**config.mk**
```make
export PLATFORM = sky130hd
export DESIGN_NAME = spi_master_param_flat
export DESIGN_NICKNAME = d
export VERILOG_FILES = /design/src/rtl/spi_pkg.sv /design/src/rtl/spi_master_param_if.sv /design/src/rtl/spi_sclk_gen.sv /design/src/rtl/spi_master_param.sv /design/src/flat_wrapper.sv
export SDC_FILE = /design/constraint.sdc
export NUM_CORES = 1
export LEC_CHECK = 0
export CORE_MARGIN = 4
export CORE_UTILIZATION = 58
export DETAILED_ROUTE_END_ITERATION = 6
export PLACE_DENSITY = 0.84
export SLEW_MARGIN = 40
export SYNTH_ARGS = -nofsm -noshare
export SYNTH_HDL_FRONTEND = slang
export SYNTH_SLANG_ARGS = --single-unit
```
**constraint.sdc**
```tcl
create_clock -name clk -period 5.25 [get_ports clk]
set_clock_uncertainty 0.05 [all_clocks]
set_input_delay 1.3125 -clock clk [delete_from_list [all_inputs] [get_ports clk]]
set_output_delay 1.3125 -clock clk [all_outputs]
set_load 0.01 [all_outputs]
```
**src/rtl/spi_pkg.sv**
```systemverilog
// Shared types and helpers for the parametrised SPI master.
package spi_pkg;

  typedef enum logic [1:0] {
    IDLE  = 2'd0,
    LEAD  = 2'd1,
    XFER  = 2'd2,
    TRAIL = 2'd3
  } state_t;

  // SPI modes encoded as {cpol, cpha}
  localparam logic [1:0] MODE0 = 2'b00;
  localparam logic [1:0] MODE1 = 2'b01;
  localparam logic [1:0] MODE2 = 2'b10;
  localparam logic [1:0] MODE3 = 2'b11;

  function automatic int unsigned cs_width(input int unsigned n);
    return (n <= 1) ? 1 : $clog2(n);
  endfunction

endpackage

```
**src/rtl/spi_master_param_if.sv**
```systemverilog
// Controller-side handshake bus of the SPI master.
interface spi_master_param_if #(
  parameter int unsigned DATA_W = 8,
  parameter int unsigned DIV_W  = 8,
  parameter int unsigned CS_W   = 2
);
  logic              start;
  logic              cpol;
  logic              cpha;
  logic [DIV_W-1:0]  clk_div;
  logic [CS_W-1:0]   cs_sel;
  logic [DATA_W-1:0] data_wr;
  logic [DATA_W-1:0] data_rd;
  logic              busy;
  logic              done;

  modport master (
    output start, cpol, cpha, clk_div, cs_sel, data_wr,
    input  data_rd, busy, done
  );

  modport slave (
    input  start, cpol, cpha, clk_div, cs_sel, data_wr,
    output data_rd, busy, done
  );
endinterface

```
**src/rtl/spi_sclk_gen.sv**
```systemverilog
// Half-period divider and SCLK generator with leading/trailing edge strobes.
module spi_sclk_gen #(
  parameter int unsigned DIV_W = 8
) (
  input  logic             clk,
  input  logic             reset,
  input  logic             enable,
  input  logic             toggle,
  input  logic [DIV_W-1:0] clk_div,
  input  logic             cpol,
  output logic             spi_clk,
  output logic             tick_c,
  output logic             lead_edge_c,
  output logic             trail_edge_c
);

  logic [DIV_W-1:0] cnt;

  // Strobes fire on the same clk edge that moves spi_clk.
  assign tick_c       = enable && (cnt == clk_div);
  assign lead_edge_c  = tick_c && toggle && (spi_clk == cpol);
  assign trail_edge_c = tick_c && toggle && (spi_clk != cpol);

  always_ff @(posedge clk or posedge reset) begin
    if (reset) begin
      cnt     <= '0;
      spi_clk <= 1'b0;
    end else if (!enable) begin
      cnt     <= '0;
      spi_clk <= cpol;
    end else if (tick_c) begin
      cnt <= '0;
      if (toggle) spi_clk <= ~spi_clk;
    end else begin
      cnt <= cnt + DIV_W'(1);
    end
  end

endmodule

```
**src/rtl/spi_master_param.sv**
```systemverilog
// Parametrised SPI master: all four modes, runtime divider, multiple chip selects,
// start/busy/done handshake towards the local controller.
module spi_master_param
  import spi_pkg::*;
#(
  parameter int unsigned DATA_W = 8,
  parameter int unsigned DIV_W  = 8,
  parameter int unsigned NUM_CS = 4,
  parameter int unsigned CS_W   = cs_width(NUM_CS)
) (
  input  logic                clk,
  input  logic                reset,
  spi_master_param_if.slave   bus,
  output logic                spi_clk,
  output logic [NUM_CS-1:0]   cs_n,
  output logic                mosi,
  input  logic                miso
);

  localparam int unsigned BIT_W = (DATA_W > 1) ? $clog2(DATA_W) : 1;

  state_t            state;
  logic              cpol_q;
  logic              cpha_q;
  logic [DIV_W-1:0]  clk_div_q;
  logic [DATA_W-1:0] tx_sr;
  logic [DATA_W-1:0] rx_sr;
  logic [BIT_W-1:0]  bit_cnt;
  logic              last_bit;

  logic gen_en_c, gen_toggle_c, gen_cpol_c;
  logic tick_c, lead_edge_c, trail_edge_c;
  logic sample_lead_c, sample_c, shift_c, xfer_end_c;
  logic [1:0] mode_c;

  assign gen_en_c     = (state != IDLE);
  assign gen_toggle_c = (state == XFER);
  // Idle level tracks the live input; during a transfer the latched copy.
  assign gen_cpol_c   = gen_en_c ? cpol_q : bus.cpol;

  spi_sclk_gen #(.DIV_W(DIV_W)) u_sclk (
    .clk          (clk),
    .reset        (reset),
    .enable       (gen_en_c),
    .toggle       (gen_toggle_c),
    .clk_div      (clk_div_q),
    .cpol         (gen_cpol_c),
    .spi_clk      (spi_clk),
    .tick_c       (tick_c),
    .lead_edge_c  (lead_edge_c),
    .trail_edge_c (trail_edge_c)
  );

  assign mode_c        = {cpol_q, cpha_q};
  assign sample_lead_c = (mode_c == MODE0) || (mode_c == MODE2);
  assign sample_c      = sample_lead_c ? lead_edge_c : trail_edge_c;
  // cpha=0 holds the last bit through the final trailing edge.
  assign shift_c       = sample_lead_c ? (trail_edge_c && !last_bit)
                                       : (lead_edge_c && ((mode_c == MODE1) || (mode_c == MODE3)));
  assign xfer_end_c    = trail_edge_c &&
                         (sample_lead_c ? last_bit : (bit_cnt == BIT_W'(DATA_W - 1)));

  always_ff @(posedge clk or posedge reset) begin
    if (reset) begin
      state       <= IDLE;
      cpol_q      <= 1'b0;
      cpha_q      <= 1'b0;
      clk_div_q   <= '0;
      tx_sr       <= '0;
      rx_sr       <= '0;
      bit_cnt     <= '0;
      last_bit    <= 1'b0;
      cs_n        <= '1;
      mosi        <= 1'b0;
      bus.data_rd <= '0;
      bus.busy    <= 1'b0;
      bus.done    <= 1'b0;
    end else begin
      bus.done <= 1'b0;
      case (state)
        IDLE: begin
          if (bus.start) begin
            cpol_q    <= bus.cpol;
            cpha_q    <= bus.cpha;
            clk_div_q <= bus.clk_div;
            bit_cnt   <= '0;
            last_bit  <= 1'b0;
            bus.busy  <= 1'b1;
            state     <= LEAD;
            if (32'(bus.cs_sel) < NUM_CS) cs_n <= ~(NUM_CS'(1) << bus.cs_sel);
            if (!bus.cpha) begin
              mosi  <= bus.data_wr[DATA_W-1];
              tx_sr <= {bus.data_wr[DATA_W-2:0], 1'b0};
            end else begin
              tx_sr <= bus.data_wr;
            end
          end
        end
        LEAD: begin
          if (tick_c) state <= XFER;
        end
        XFER: begin
          if (sample_c) begin
            rx_sr <= {rx_sr[DATA_W-2:0], miso};
            if (bit_cnt == BIT_W'(DATA_W - 1)) last_bit <= 1'b1;
            else                               bit_cnt  <= bit_cnt + BIT_W'(1);
          end
          if (shift_c) begin
            mosi  <= tx_sr[DATA_W-1];
            tx_sr <= {tx_sr[DATA_W-2:0], 1'b0};
          end
          if (xfer_end_c) state <= TRAIL;
        end
        TRAIL: begin
          if (tick_c) begin
            cs_n        <= '1;
            bus.data_rd <= rx_sr;
            bus.done    <= 1'b1;
            bus.busy    <= 1'b0;
            state       <= IDLE;
          end
        end
        default: state <= IDLE;
      endcase
    end
  end

endmodule

```
**src/flat_wrapper.sv**
```systemverilog
// flat-port wrapper written by rule: the top's interface ports become plain ports
module spi_master_param_flat import spi_pkg::*;
#(
  parameter int unsigned DATA_W = 8,
  parameter int unsigned DIV_W  = 8,
  parameter int unsigned NUM_CS = 4,
  parameter int unsigned CS_W   = cs_width(NUM_CS)
)
  (clk, reset, spi_clk, cs_n, mosi, miso, bus_start, bus_cpol, bus_cpha, bus_clk_div, bus_cs_sel, bus_data_wr, bus_data_rd, bus_busy, bus_done);
  spi_master_param_if #(.DATA_W(DATA_W), .DIV_W(DIV_W), .CS_W(CS_W)) bus_i ();
  input  logic clk;
  input  logic reset;
  output logic spi_clk;
  output logic [NUM_CS-1:0] cs_n;
  output logic mosi;
  input  logic miso;
  input wire logic [$bits(bus_i.start)-1:0] bus_start;
  input wire logic [$bits(bus_i.cpol)-1:0] bus_cpol;
  input wire logic [$bits(bus_i.cpha)-1:0] bus_cpha;
  input wire logic [$bits(bus_i.clk_div)-1:0] bus_clk_div;
  input wire logic [$bits(bus_i.cs_sel)-1:0] bus_cs_sel;
  input wire logic [$bits(bus_i.data_wr)-1:0] bus_data_wr;
  output wire logic [$bits(bus_i.data_rd)-1:0] bus_data_rd;
  output wire logic [$bits(bus_i.busy)-1:0] bus_busy;
  output wire logic [$bits(bus_i.done)-1:0] bus_done;
  assign bus_i.start = bus_start;
  assign bus_i.cpol = bus_cpol;
  assign bus_i.cpha = bus_cpha;
  assign bus_i.clk_div = bus_clk_div;
  assign bus_i.cs_sel = bus_cs_sel;
  assign bus_i.data_wr = bus_data_wr;
  assign bus_data_rd = bus_i.data_rd;
  assign bus_busy = bus_i.busy;
  assign bus_done = bus_i.done;
  spi_master_param #(.DATA_W(DATA_W), .DIV_W(DIV_W), .NUM_CS(NUM_CS), .CS_W(CS_W)) u_core (.clk(clk), .reset(reset), .bus(bus_i), .spi_clk(spi_clk), .cs_n(cs_n), .mosi(mosi), .miso(miso));
endmodule
```
==> results by group <==
Power and ir drop
  • Sw Ratio: 0.3827
  • Pwr Density: 547.6 nW/µm²
  • Leak: 1.458 nW
  • Total power: 1.837 mW
  • Clock share of power: 0.133
  • Part of the power in registers: 0.417
  • Gate power share: 0.450
  • Internal power: 1.134 mW
  • NetSw: 703.1 µW
  • Max VDD drop: 0.3145 mV

Global routing
  • Largest net degree at the start of global routing: 32
  • First-pass GRT wire length: 9611 µm
  • Vias in the first global route: 2039
  • Grt ovf: 0
  • GRT Total Usage: 0.1991
  • Initial antenna violation count: 0

STA
  • Relative slew slack: 0.5598
  • Setup tns final: 0 ns
  • RSZ-0062 raised after global routing: no
  • Fin. max-slew vios: 0
  • Min Tclk post-route: 3.052 ns
  • Actual slew at the worst max-slew pin: 0.6603 ns
  • Final WS setup: 2.198 ns
  • Fmax achieved: 0.3277 GHz
  • Period utilization: 0.5812
  • Final hold vios: 0
  • Endpoints failing setup: 0

Floorplan
  • Die Area: 6033 µm²
  • Die X-Extent: 77.67 µm
  • Io pins: 40
  • Core box area: 4723 µm²
  • # rows: 25
  • Initial core utilization: 0.5960
  • Die height: 77.67 µm

Finish
  • Final core occ: 0.7105
  • Layout area overhead: 19.20%
  • Diode count: 0
  • Nets@finish: 329
  • Final-layout fill cell count: 353
  • Share of post-route cells with drive strength above 1: 0.1678

CTS
  • Number of clock sinks: 56
  • Root Driver: clkbuf_8
  • CTS tree: built
  • Inserted Clock Buffers: 5
  • Resized cells post-CTS: 0
  • H-tree levels: 2
  • Setup Buffers After CTS: 0
  • Clk Latency, worst-skew pair: 0.31 ns
  • Clock-pin transition on the worst setup and hold timing paths: 0.10 ns
  • Clk buf depth: 2
  • Hold buffer count at CTS: 0

Placed design
  • Post-DP HPWL: 3894 µm
  • Dpl ws: 1.889 ns
  • Port Buf Inserts: 39
  • GP Congestion: 0.7971

Detailed routing
  • Drt via density: 5.496
  • 1st-iter DRT viols: 170
  • DRT Pass-1 Iters: 4
  • Average routed wire per standard cell: 15.05 µm
  • Final wirelength: 5493 µm
  • Via count: 2006
  • DRC viols: 0
  • Post-route ant nets: 0

Logic synthesis
  • #FFs+latches synth: 56
  • Synth Warn #: 0
  • Post-synth EDFFs: 0
  • Synth async-reset ratio: 1.000
  • Mapped Area: 2815 µm²
  • Syn_nets: 290
  • Mapped Avg Cell Area: 10.91 µm²
  • Ys flop type: dfrtp_1
  • Syn Inst Count: 258
  • Register area share after synthesis: 0.4996
  • Netlist cell types: 40

Critical path
  • Crit path max fanout: 9
  • Worst Setup End Kind: flip-flop
  • Arrival time at the worst endpoint: 3.19 ns
  • Setup crit start kind: input port
  • Crit path largest cell delay: 0.51 ns
  • CP required: 5.39 ns
  • Critical path cell sequence: clkdlybuf4s50_1 > mux2i_2 > xnor2_2 > xor2_2 > nor3b_4 > mux2_2
  • Slowest CP cell: clkdlybuf4s50_1
  • Crit Path Class: input port to flip-flop

Run
  • Max-cap viol count: 0

Status
  • Status: completed

Min path
  • Hold crit path type: flip-flop to flip-flop
stage by stage:
step	hold slack (ns)	cell area, µm²	std cells
floorplan	0.4157	2815	258
global placement	0.4293	3258	357
detailed placement	0.4348	3258	357
CTS	0.4590	3352	365
global route	0.4800	3356	365
finish	0.4520	3356	365
path summary, 6_finish.rpt:
path / startpoint / end / slack (ns) / depth (start not counted)
max: bus_cpol / u_core.rx_sr[7] / 2.20 / 6
min: u_core.mosi / u_core.mosi / 0.45 / 1
max reg2reg: u_core.state[0] / u_core.tx_sr[1] / 2.43 / 7
min reg2reg: u_core.mosi / u_core.mosi / 0.45 / 1
max in group asynchronous: reset / u_core.rx_sr[7] / 3.03 / 3
min in group asynchronous: reset / u_core.u_sclk.cnt[2] / 1.30 / 2
state kept, by name (all words and copies together), names as in the netlist:
register,count
u_core.cs_n,4
u_core.bus.busy,1
u_core.u_sclk.spi_clk,1
u_core.mosi,1
u_core.tx_sr,8
u_core.bus.done,1
u_core.bus.data_rd,8
u_core.cpha_q,1
u_core.state,2
u_core.cpol_q,1
u_core.bit_cnt,3
u_core.clk_div_q,8
u_core.last_bit,1
u_core.u_sclk.cnt,8
u_core.rx_sr,8
logic make-up (layout without fill, tap and decap cells):
| kind of cell | Yosys count | in the layout | share of synthesized area |
|---|---|---|---|
| compound gates | 39 | 39 | 0.08445 |
| xor+xnor | 18 | 18 | 0.06133 |
| fa+ha+maj | 8 | 8 | 0.03556 |
| buf+inv | 17 | 57 | 0.02577 |
| flops | 56 | 56 | 0.4996 |
| mux | 38 | 38 | 0.1502 |
| simple gates | 82 | 82 | 0.1431 |
synth_stat cells, types with 2 or more instances:
| library cell | count | area, µm² |
|---|---|---|
| o22ai_1 | 8 | 50.05 |
| o21ai_1 | 3 | 15.01 |
| mux2i_1 | 9 | 90.09 |
| a21oi_1 | 14 | 70.07 |
| nand4_1 | 2 | 12.51 |
| dfstp_2 | 4 | 105.1 |
| nand2b_1 | 7 | 43.79 |
| a2bb2oi_1 | 3 | 26.28 |
| and3_1 | 2 | 12.51 |
| or3_1 | 2 | 12.51 |
| o21ai_0 | 6 | 30.03 |
| xnor2_1 | 10 | 87.58 |
| nand3_1 | 7 | 35.03 |
| xor2_1 | 6 | 52.55 |
| nand2_1 | 41 | 153.9 |
| nor2_1 | 15 | 56.30 |
| clkbuf_1 | 5 | 18.77 |
| dfrtp_1 | 52 | 1301 |
| ha_1 | 8 | 100.1 |
| a31oi_1 | 2 | 12.51 |
| inv_1 | 8 | 30.03 |
| mux2_2 | 26 | 292.8 |
routing by layer:
layer / track usage / vias up / share of wire
met4: 0.08719 / 0 / 0.021
met3: 0.04408 / 13 / 0.038
met2: 0.3048 / 43 / 0.48
met1: 0.2719 / 983 / 0.46
li1: - / 967 / -
met5: 0 / - / 0
power by group through the flow:
| stage | sequential, mW | combinational (mW) | clock, mW |
|---|---|---|---|
| detailed placement | 0.773 | 0.823 | 0 |
| global placement | 0.766 | 0.792 | 0 |
| finish | 0.767 | 0.827 | 0.244 |
| global route | 0.792 | 0.929 | 0.269 |
| floorplan | 0.764 | 0.579 | 0 |
| CTS | 0.766 | 0.830 | 0.249 |
worst max-delay path: cells and delay by family:
kind,cells,cell delay (ns)
XOR/XNOR,2,0.43
buffers and inverters,1,0.51
multiplexers,2,0.49
AND/OR/NAND/NOR,1,0.44
placed cells by master, fill, tap and decap left out, types with 7 or more instances in the layout:
master,synthesis,layout
nand3_1,7,7
nor2_1,15,15
mux2i_1,9,9
dfrtp_1,52,52
nand2b_1,7,7
inv_1,8,7
mux2_2,26,26
xnor2_1,10,10
nand2_1,41,41
clkdlybuf4s50_1,0,39
o22ai_1,8,8
ha_1,8,8
a21oi_1,14,14
final cells by class:
type	instances	area, µm²	share of cell area
Clock buffer	7	86.33	0.02573
Clock inverter	1	7.507	0.002237
Inverter	9	33.78	0.01007
Multi-Input combinational cell	185	1340	0.3993
Sequential cell	56	1406	0.4191
Tap cell	67	83.83	0.02498
Timing Repair Buffer	40	397.9	0.1186
Power figures use the tool's default switching activity.
